**src/rtl/counter_wrap_extender.sv**
```systemverilog
// counter_wrap_extender
// Extends an upstream 8-bit counter (behav_counter) to a wide registered count
// by tracking its carry/borrow wraps, and logs every wrap as an event record in
// a small FIFO drained through a valid/ready handshake.
//
// Optional feature macro: COUNTER_EXT_THRESH_EN
//   defined   -> thresh_hit pulses when ext_count rises across THRESHOLD
//   undefined -> thresh_hit is tied 0
//
// Ports:
//   clk        in   clock, rising edge
//   rst        in   synchronous active-high reset
//   qd         in   upstream counter value
//   qd_c       in   carry strobe (up-wrap)
//   qd_b       in   borrow strobe (down-wrap)
//   cnt_load   in   upstream counter loaded/cleared; resynchronise wrap to 0
//   ext_count  out  registered {wrap, qd}
//   ext_ovf    out  sticky: wrap counter rolled over
//   proto_err  out  sticky: carry and borrow seen in the same cycle
//   evt_valid  out  event FIFO head valid
//   evt_ready  in   consumer accepts head
//   evt_data   out  {dir, wrap_after}, dir 1 = up, 0 = down
//   evt_lost   out  sticky: event dropped on a full FIFO
//   thresh_hit out  one-cycle threshold-crossing pulse
module counter_wrap_extender #(
    parameter int unsigned COUNT_WIDTH = 8,
    parameter int unsigned EXT_WIDTH   = 16,
    parameter int unsigned FIFO_DEPTH  = 4,
    parameter int unsigned THRESHOLD   = 1000
) (
    input  logic                             clk,
    input  logic                             rst,
    input  logic [COUNT_WIDTH-1:0]           qd,
    input  logic                             qd_c,
    input  logic                             qd_b,
    input  logic                             cnt_load,
    output logic [EXT_WIDTH+COUNT_WIDTH-1:0] ext_count,
    output logic                             ext_ovf,
    output logic                             proto_err,
    output logic                             evt_valid,
    input  logic                             evt_ready,
    output logic [EXT_WIDTH:0]               evt_data,
    output logic                             evt_lost,
    output logic                             thresh_hit
);

    localparam int unsigned XW = EXT_WIDTH + COUNT_WIDTH;
    localparam int unsigned DW = EXT_WIDTH + 1;
    localparam int unsigned PW = $clog2(FIFO_DEPTH);
    localparam int unsigned OW = PW + 1;

    logic [EXT_WIDTH-1:0] wrap_q, wrap_d;
    logic [XW-1:0]        ext_count_q, ext_count_d;
    logic                 ext_ovf_q, ext_ovf_d;
    logic                 proto_err_q, proto_err_d;
    logic                 evt_lost_q, evt_lost_d;
    logic                 thresh_hit_q, thresh_hit_d;
    logic [PW-1:0]        wr_ptr_q, wr_ptr_d;
    logic [PW-1:0]        rd_ptr_q, rd_ptr_d;
    logic [OW-1:0]        occ_q, occ_d;
    logic                 evt_valid_q, evt_valid_d;
    logic [DW-1:0]        evt_data_q, evt_data_d;
    logic [DW-1:0]        mem_q [FIFO_DEPTH];

    logic                 up, dn, push, pop, full, push_ok;
    logic [DW-1:0]        push_data;

    // Next-state logic for the wrap counter, flags and event FIFO
    always_comb begin
        up           = qd_c & ~qd_b;
        dn           = qd_b & ~qd_c;
        wrap_d       = wrap_q;
        ext_ovf_d    = ext_ovf_q;
        proto_err_d  = proto_err_q | (qd_c & qd_b);

        if (cnt_load) begin
            wrap_d = '0;
        end else if (up) begin
            wrap_d = wrap_q + EXT_WIDTH'(1);
            if (&wrap_q) ext_ovf_d = 1'b1;
        end else if (dn) begin
            wrap_d = wrap_q - EXT_WIDTH'(1);
            if (wrap_q == '0) ext_ovf_d = 1'b1;
        end

        ext_count_d = {wrap_d, qd};

        push      = (up | dn) & ~cnt_load;
        push_data = {up, wrap_d};
        pop       = evt_valid_q & evt_ready;
        full      = (occ_q == OW'(FIFO_DEPTH));
        // A pop frees the slot in the same cycle, so a full FIFO still accepts
        push_ok   = push & (~full | pop);
        evt_lost_d = evt_lost_q | (push & full & ~pop);

        wr_ptr_d    = push_ok ? wr_ptr_q + PW'(1) : wr_ptr_q;
        rd_ptr_d    = pop ? rd_ptr_q + PW'(1) : rd_ptr_q;
        occ_d       = occ_q + OW'(push_ok) - OW'(pop);
        evt_valid_d = (occ_d != '0);

        // Registered head: bypass the entry being written if it becomes the head
        evt_data_d = evt_data_q;
        if (evt_valid_d) begin
            if (push_ok && (wr_ptr_q == rd_ptr_d)) evt_data_d = push_data;
            else                                   evt_data_d = mem_q[rd_ptr_d];
        end

`ifdef COUNTER_EXT_THRESH_EN
        // Upward crossing only: previous below, new at or above
        thresh_hit_d = (ext_count_q < XW'(THRESHOLD)) && (ext_count_d >= XW'(THRESHOLD));
`else
        thresh_hit_d = 1'b0;
`endif
    end

    // State registers
    always_ff @(posedge clk) begin
        if (rst) begin
            wrap_q       <= '0;
            ext_count_q  <= '0;
            ext_ovf_q    <= 1'b0;
            proto_err_q  <= 1'b0;
            evt_lost_q   <= 1'b0;
            thresh_hit_q <= 1'b0;
            wr_ptr_q     <= '0;
            rd_ptr_q     <= '0;
            occ_q        <= '0;
            evt_valid_q  <= 1'b0;
            evt_data_q   <= '0;
        end else begin
            wrap_q       <= wrap_d;
            ext_count_q  <= ext_count_d;
            ext_ovf_q    <= ext_ovf_d;
            proto_err_q  <= proto_err_d;
            evt_lost_q   <= evt_lost_d;
            thresh_hit_q <= thresh_hit_d;
            wr_ptr_q     <= wr_ptr_d;
            rd_ptr_q     <= rd_ptr_d;
            occ_q        <= occ_d;
            evt_valid_q  <= evt_valid_d;
            evt_data_q   <= evt_data_d;
        end
    end

    // FIFO storage; contents are don't-care while the pointers say empty
    always_ff @(posedge clk) begin
        if (!rst && push_ok) mem_q[wr_ptr_q] <= push_data;
    end

    assign ext_count  = ext_count_q;
    assign ext_ovf    = ext_ovf_q;
    assign proto_err  = proto_err_q;
    assign evt_valid  = evt_valid_q;
    assign evt_data   = evt_data_q;
    assign evt_lost   = evt_lost_q;
    assign thresh_hit = thresh_hit_q;

endmodule

```
**config.mk**
```make
export PLATFORM = sky130hd
export DESIGN_NAME = counter_wrap_extender
export DESIGN_NICKNAME = d
export VERILOG_FILES = /design/src/rtl/counter_wrap_extender.sv
export SDC_FILE = /design/constraint.sdc
export NUM_CORES = 1
export LEC_CHECK = 0
export ABC_AREA = 1
export CAP_MARGIN = 20
export CORE_MARGIN = 5
export CORE_UTILIZATION = 56
export DETAILED_ROUTE_END_ITERATION = 16
export MAX_ROUTING_LAYER = met4
export PLACE_DENSITY = 0.78
export SYNTH_ARGS = -nofsm -noshare
export SYNTH_HDL_FRONTEND = slang
export SYNTH_SLANG_ARGS = --single-unit
```
**constraint.sdc**
```tcl
create_clock -name clk -period 3.73 [get_ports clk]
set_input_delay 0.746 -clock clk [delete_from_list [all_inputs] [get_ports clk]]
set_output_delay 0.746 -clock clk [all_outputs]
set_load 0.01 [all_outputs]
```
==> results summary, run 1 <==
The area after detailed placement came out at 6280 µm². Setup violations remaining at the end of the flow were counted as 0. Counting along the longest clock path gives a buffer depth of 2.

The area growth from synthesis to layout came out at 24.6%. The leakage power came out at just under 3 nW. The transition time of the tightest slew-check pin is 0.579 ns. The average via count per standard cell is 5.42. The core footprint is 9680 µm². The post-CTS repair timing setup buffer count is 0.

The initial antenna violation count is 0. At the worst endpoint, the arrival time is approximately 3.7 ns. The power consumption is approximately 4.5 mW. Across the run, the number of max-cap violations was 0. The number of nets at the end of the flow is between 700 and 800.

The startpoint identified for the worst hold timing path is ext_ovf$_SDFFE_PP0P_. Cells fill 71.0% of the core in the end. The CTS sink count came out at 120. The number of DRC markers in iteration 0 is 308.

The tightest hold path in the finished design has a slack of 0.454 ns. The post-route non-filler standard cell count is 845. The number of library cell types mapped by synthesis came out at 38. The final standard cell area without fillers came out at about 6900 µm². Once the floorplan was initialized, standard cells occupied 57.0% of the core. The site row count came out at 36.

The register clock-pin slew on the reported worst setup and hold paths is about 0.060 ns. The synthesized netlist net count came out at 655. The detailed-placement wirelength estimate came out at 8850 µm. Dividing total power by cell area gives a power density of 652 nW/µm². The quantity of gates resized following cts is 0.

The fraction of layout instances using a drive strength above 1 is 10.5%. The first-pass GRT wire length is approximately 22000 µm. The launching point of the worst reg2reg path is evt_valid$_SDFF_PP0_. The count of hold buffers inserted by post-cts repair came out at 0. The number of warnings issued by yosys came out at 0. In the synthesized netlist, the cells that appear most often are 189 x sky130_fd_sc_hd__nand2_1, 68 x sky130_fd_sc_hd__edfxtp_1, 67 x sky130_fd_sc_hd__nand3_1.

The total congestion overflow after global routing came out at 0. The clock insertion delay at the later pin of the skew report came out at 0.52 ns. The placed cell count is 813.

The overall track demand over capacity in global routing came out at 25.6%. The count of final max-slew check failures was 0. In this run the vertical extent of the chip is 109 µm. On the final layout, the worst clock skew is 0.00504 ns. TritonCTS built the clock tree. The most critical setup path has its startpoint at qd_c.

The congestion estimate from routability-driven global placement came to 0.950. For this run, the leading register cell type out of synthesis is sky130_fd_sc_hd__edfxtp_1. For the finished layout, the period the worst path requires is between 3 and 4 ns. The critical path is of the primary input to flop type.

The number of H-tree branching levels came out at 4. The maximum frequency from static timing analysis came out at a little over 300 MHz. The count of flip-flops with a built-in enable after synthesis came out at 68.

A synthesized cell averages 8.77 µm². The number of register bits inferred by synthesis came out at 120. The flow ran to the end, and the final reports show no timing, DRC or antenna violations.

The data required time of the critical path is 4.16 ns. The width of the chip came out at roughly 110 µm. The number of clock buffers added by TritonCTS is 17. The DRC violations left is 0. By area the synthesized netlist is led by sky130_fd_sc_hd__edfxtp_1 37%, sky130_fd_sc_hd__dfxtp_1 19%, sky130_fd_sc_hd__nand2_1 13%. The count of pins on the block boundary is 60. The post-detailed-route count of antenna-violating nets came out at 0.

The portion of synthesized cell area occupied by the leading cell type is 37.0%. The worst-path maximum fanout came out at 16. Dividing the detail-routed wire length by the instance count gives 16.3 µm. The largest total area in the synthesized netlist belongs to sky130_fd_sc_hd__edfxtp_1. The number of global-route vias before repair came out at 4569.

The buffer cell driving the clock tree root is sky130_fd_sc_hd__clkbuf_8. The post-route clock period utilization came out at 86.8%. The worst pin sits at a relative slew slack of between 60% and 70%.

The number of buffers inserted by port buffering came out at 58. The post-synthesis instance area is 5520 µm². The full die area came out at ~12000 µm². Before antenna repair, the detailed router went through 7 iterations. The routed layout has about 4.6k vias. The count of endpoints failing hold in the final timing report came out at 0. Synthesis produced a netlist whose cell count is around 630. The post-synthesis sequential area ratio is 55.9%. Setup repair after global routing left no endpoint under its margin.

Entering global routing, the biggest net connects 38 pins. sky130_fd_sc_hd__nand2_1 is the most common cell in the netlist. The critical path capture point type is a flop.

The final wirelength came out at 13700 µm. The path class of the tightest hold or removal check is flop to flop. The peak supply drop is around 440 µV. The worst setup path is launched from a primary input. The async set-reset flop share out of synthesis came out at 0%. The number of antenna diodes in the final layout is 0.
-- state kept, by name (all words and copies together), names as in the netlist --
name and cells:
proto_err 1, mem_q 68, wr_ptr_q 2, wrap_q 16
evt_lost 1, occ_q 3, ext_ovf 1, evt_valid 1
evt_data 17, rd_ptr_q 2, ext_count 8
-- where the power goes --
group	internal (mW)	switching, mW
Sequential	1.53	0.0938
Clock	1.06	0.561
Combinational	0.506	0.735
Total	3.10	1.39
-- per-stage QoR --
stage / setup WS (ns) / TNS [ns]
CTS: 0.507 / 0
finish: 0.493 / 0
detailed placement: -0.0181 / -0.0181
global placement: 0.115 / 0
global route: 0.196 / 0
floorplan: 0.622 / 0
-- cells by family (layout without fill, tap and decap cells) --
group	count (synthesis)	in the layout	synth area share, %
compound gates	49	49	4.83
xor+xnor	1	1	0.159
fa+ha+maj	12	12	2.86
buf+inv	86	169	6.55
flops	120	120	55.9
other cells	1	1	0.0680
simple gates	360	360	29.7
-- worst max-delay path, stage by stage --
cell and delay, ns:
sky130_fd_sc_hd__clkdlybuf4s50_1 0.49, sky130_fd_sc_hd__inv_1 0.05, sky130_fd_sc_hd__ha_1 0.30, sky130_fd_sc_hd__nor2_1 0.16, sky130_fd_sc_hd__nand2_2 0.08, sky130_fd_sc_hd__ha_1 0.29
sky130_fd_sc_hd__inv_1 0.05, sky130_fd_sc_hd__ha_1 0.14, sky130_fd_sc_hd__inv_1 0.05, sky130_fd_sc_hd__fa_1 0.38, sky130_fd_sc_hd__xnor2_1 0.20, sky130_fd_sc_hd__nand3_1 0.14
sky130_fd_sc_hd__buf_4 0.18, sky130_fd_sc_hd__nor2_4 0.09, sky130_fd_sc_hd__buf_12 0.15, sky130_fd_sc_hd__nand2_1 0.06, sky130_fd_sc_hd__o21ai_0 0.10
-- cell usage in the layout, fill, tap and decap left out, types with 13 or more instances in the layout --
cell,Yosys,routed
sky130_fd_sc_hd__o21ai_0,17,17
sky130_fd_sc_hd__nor2_1,63,63
sky130_fd_sc_hd__clkbuf_16,0,17
sky130_fd_sc_hd__inv_1,59,59
sky130_fd_sc_hd__nand3_1,67,67
sky130_fd_sc_hd__a21oi_1,21,21
sky130_fd_sc_hd__edfxtp_1,68,68
sky130_fd_sc_hd__dfxtp_1,52,52
sky130_fd_sc_hd__nand2_1,189,189
sky130_fd_sc_hd__clkdlybuf4s50_1,0,58
sky130_fd_sc_hd__buf_4,4,13
-- area by class of cell --
| type | count | area (µm²) |
|---|---|---|
| flip-flops and latches | 120 | 3080 |
| fillers | 720 | 2810 |
| multi-input cells | 423 | 2070 |
| repair buffers | 73 | 718 |
| clock buffers | 24 | 502 |
| inverters | 64 | 240 |
| well taps | 133 | 166 |
| clock inverters | 8 | 92.6 |
-- layer usage --
metal  routed length [µm]  vias to the layer above  global-route usage (%)
met5                    0                        -                       -
met4                  408                        0                    11.5
li1                     -                     2193                       -
met2                 6780                      224                    42.6
met1                 5580                     2123                    30.1
met3                  984                       41                    4.91
-- final timing paths --
check,cells past startpoint,slack [ns],endpoint
setup / recovery,17,0.49,evt_data[16]$_SDFFE_PP0P_
hold / removal,2,0.45,ext_ovf$_SDFFE_PP0P_
setup reg to reg,15,1.13,evt_data[16]$_SDFFE_PP0P_
hold reg to reg,2,0.45,ext_ovf$_SDFFE_PP0P_
(Power assumes the default switching activity.)
==> run 2: changes to the inputs <==
CORE_ASPECT_RATIO = 0.9   (was unset)
SETUP_SLACK_MARGIN = 0.4   (was unset)
==> run 2 against run 1 <==
- design area is essentially flat
- via count decreased by 2.6%
- sequential cell count is the same
- non-clock buffer count fell by 3
- sequential share of layout area hardly changed
- clock power barely moved
==> results summary, run 2 (synthesized netlist as in run 1, its figures left out) <==
The sequential cell fraction of total power came out at 35.9% (-0.4 points). The count of hold buffers inserted by post-cts repair was 0 (unchanged). The total power divided by cell area is 658 nW/µm² (+0.78%).

Setup repair after global routing could not meet its margin everywhere. The clock tree from TritonCTS is built. The count of final max-slew check failures is 0 (unchanged).

The data required time of the critical path is 4.12 ns (-0.04 ns). The maximum frequency from static timing analysis was 311 MHz (+0.75%). The site row count came out at 34 (-5.6%). The buffers plus inverters on the worst setup path is 5 (-1). The die height came out at 104 µm (-4.7%). The number of search-and-repair iterations in the first detailed-routing pass came out at 7 (unchanged). The number of DRC markers in iteration 0 came out at 272 (-12%).

The number of violations of the max-capacitance limit is 0 (unchanged). The share of total power in the clock network was 36.5% (+0.5 points). The first-pass GRT wire length was 21500 µm (-3.5%).

In the layout the commonest cells are 188 x sky130_fd_sc_hd__nand2_1, 68 x sky130_fd_sc_hd__edfxtp_1, 66 x sky130_fd_sc_hd__nand3_1, 62 x sky130_fd_sc_hd__nor2_1. The fraction of layout instances using a drive strength above 1 is 11.1% (+0.61 points). The number of buffers inserted during clock tree synthesis came out at 17 (unchanged). The overall track demand over capacity in global routing came out at 23.5% (-2.0 points).

The number of flip-flops in the largest register came to 68 (unchanged). Broken down by cell family, the worst path's largest delay share belongs to adder cells. Traced cell by cell, the critical path runs through clkdlybuf4s50_1, inv_1, ha_1, nor2_2, nand2_2, ha_1, inv_1, ha_1, inv_1, fa_1, xnor2_2, nand3_2, nand2_2, buf_12, a21oi_1, o21ai_1, nand2_1. The fill cell total of the finished layout is 692 (-3.9%). The run finished with clean final reports. The transition time of the tightest slew-check pin came out at 0.582 ns (+0.00337 ns).

The net load switching power came to 1.45 mW (+4.4%). The tree is rooted in a sky130_fd_sc_hd__clkbuf_8. The initial core utilization came out at 57.1% (+0.16 points). The final weighted congestion in routability-driven placement came out at 0.899 (-5.3%). The worst-path maximum fanout is 10 (-6). For this design, the slowest cell found on the critical path is sky130_fd_sc_hd__clkdlybuf4s50_1. The shortest clock period the worst path allows after layout came out at 3.21 ns (-0.0241 ns). The internal power component came out at 3.07 mW (-0.92%). The core footprint came out at 9660 µm² (-0.28%).

The final antenna diode count was 0 (unchanged). The maximum number of buffers from clock root to sink came to 2 (unchanged). The critical path in this run is classified as primary input to flop. The most common cell after layout, fill and taps aside is sky130_fd_sc_hd__nand2_1. The type of the tightest min-delay check is flop to flop. The delay of the slowest critical-path stage is 0.48 ns (about the same).

The DRC violations left is 0 (unchanged). The count of endpoints failing setup in the final report is 0 (unchanged). The worst clock skew on the final layout is 0.00658 ns (+0.00153 ns).

The final wirelength came out at 13300 µm (-3.4%). The peak supply drop came to 352 µV (-21%). The number of nets at the end of the flow came out at 722 (-0.41%). The combinational group share of total power is 27.6% (about the same). The average via count per standard cell is 5.34 (-1.4%). The worst setup path is launched from a primary input.

The count of endpoints failing hold in the final timing report is 0 (unchanged). The post-route clock period utilization is 86.1% (-0.65 points). The area after detailed placement is 6250 µm² (-0.50%).

The width of the chip came out at 115 µm (+4.9%). The clock insertion delay at the later pin of the skew report came to 0.51 ns (about the same). The number of global-route vias before repair was 4496 (-1.6%). The total congestion overflow after global routing is 0 (unchanged).

The area growth from synthesis to layout came out at 24.5% (about the same). The leakage power came out at 2.92 nW (-0.38%). The CTS sink count came out at 120 (unchanged). The count of pins on the block boundary is 60 (unchanged).

The worst slew margin relative to its limit was 61.1% (-0.22 points). The pre-CTS worst setup slack is -0.0738 ns (-0.0557 ns). The sequential cell area in the final layout came out at 3080 µm² (unchanged). More flip-flops sit in one register than any other, and that register is mem_q. The worst hold slack was 0.450 ns (-0.00368 ns). The detail-routed net length per standard cell was 15.9 µm (-2.3%). The final standard cell area without fillers was 6870 µm² (about the same). The area of the multi-input gates came out at 2090 µm² (+0.85%). The post-detailed-route count of antenna-violating nets came out at 0 (unchanged). The post-CTS repair timing setup buffer count is 0 (unchanged). The full die area came out at 11900 µm² (about the same).

The worst setup path is captured at a flop. The largest net degree at the start of global routing came out at 38 (unchanged). The initial antenna violation count is 0 (unchanged). The final worst slack came out at 0.517 ns (+0.0241 ns). The vias after detailed routing is 4463 (-2.6%).

The switching share of power is 32.1% (+1.1 points). The arrival time of the worst setup path came out at 3.60 ns (-0.06 ns). The number of buffers inserted by port buffering was 58 (unchanged). The detailed-placement wirelength estimate came out at 8530 µm (-3.6%). The number of H-tree branching levels is 4 (unchanged).

The power consumption is 4.52 mW (+0.73%). The register clock-pin slew on the reported worst setup and hold paths is 0.06 ns (about the same).
==> run 2: per-layer routing <==
metal  track usage (%)  up-vias  share of wire, %
met2              38.3      176                48
met1              29.9     2075                43
li1                  -     2189                 -
met5                 -        -                 0
met4              7.46        0               1.5
met3              3.96       23               7.6
==> run 2: area by class of cell <==
type	count	share of cell area, %
clock inverter	15	2.77
timing repair buffer	70	10.1
tap	126	2.29
sequential	120	44.9
multi-input combinational	423	30.4
inverter	64	3.50
clock buffer	17	6.03
==> run 2: worst paths after layout <==
path,from,endpoint,slack [ns],cells after the start
max,qd_c,evt_data[11]$_SDFFE_PP0P_,0.52,17
max reg2reg,occ_q[1]$_SDFF_PP0_,evt_data[11]$_SDFFE_PP0P_,1.15,15
min,evt_data[12]$_SDFFE_PP0P_,evt_data[12]$_SDFFE_PP0P_,0.45,2
min reg2reg,evt_data[12]$_SDFFE_PP0P_,evt_data[12]$_SDFFE_PP0P_,0.45,2
==> run 2: power by group through the flow <==
stage	clock network [mW]	registers [mW]	logic, mW
final	1.65	1.62	1.25
after floorplan	0	1.66	0.729
after global placement	0	1.64	1.15
after CTS	1.66	1.62	1.23
after global routing	1.72	1.63	1.38
after detailed placement	0	1.64	1.20
==> run 2: tightest hold or removal path, cell delays in order (launching register included) <==
cell	delay, ns
sky130_fd_sc_hd__dfxtp_1	0.31
sky130_fd_sc_hd__nand2_1	0.06
sky130_fd_sc_hd__nand2_1	0.04
==> run 2: metrics by stage <==
stage | std cells | setup TNS [ns] | utilization [%]
final | 835 | 0 | 71.2
after global routing | 835 | 0 | 71.2
after CTS | 835 | 0 | 71.0
after detailed placement | 803 | -0.699 | 64.7
after global placement | 803 | 0 | 64.7
after floorplan | 629 | 0 | -
==> run 2: timing repair <==
action                     4_1_cts  5_1_grt
gates resized for setup          1        4
pin swaps                        0        2
setup endpoints to repair        1       16
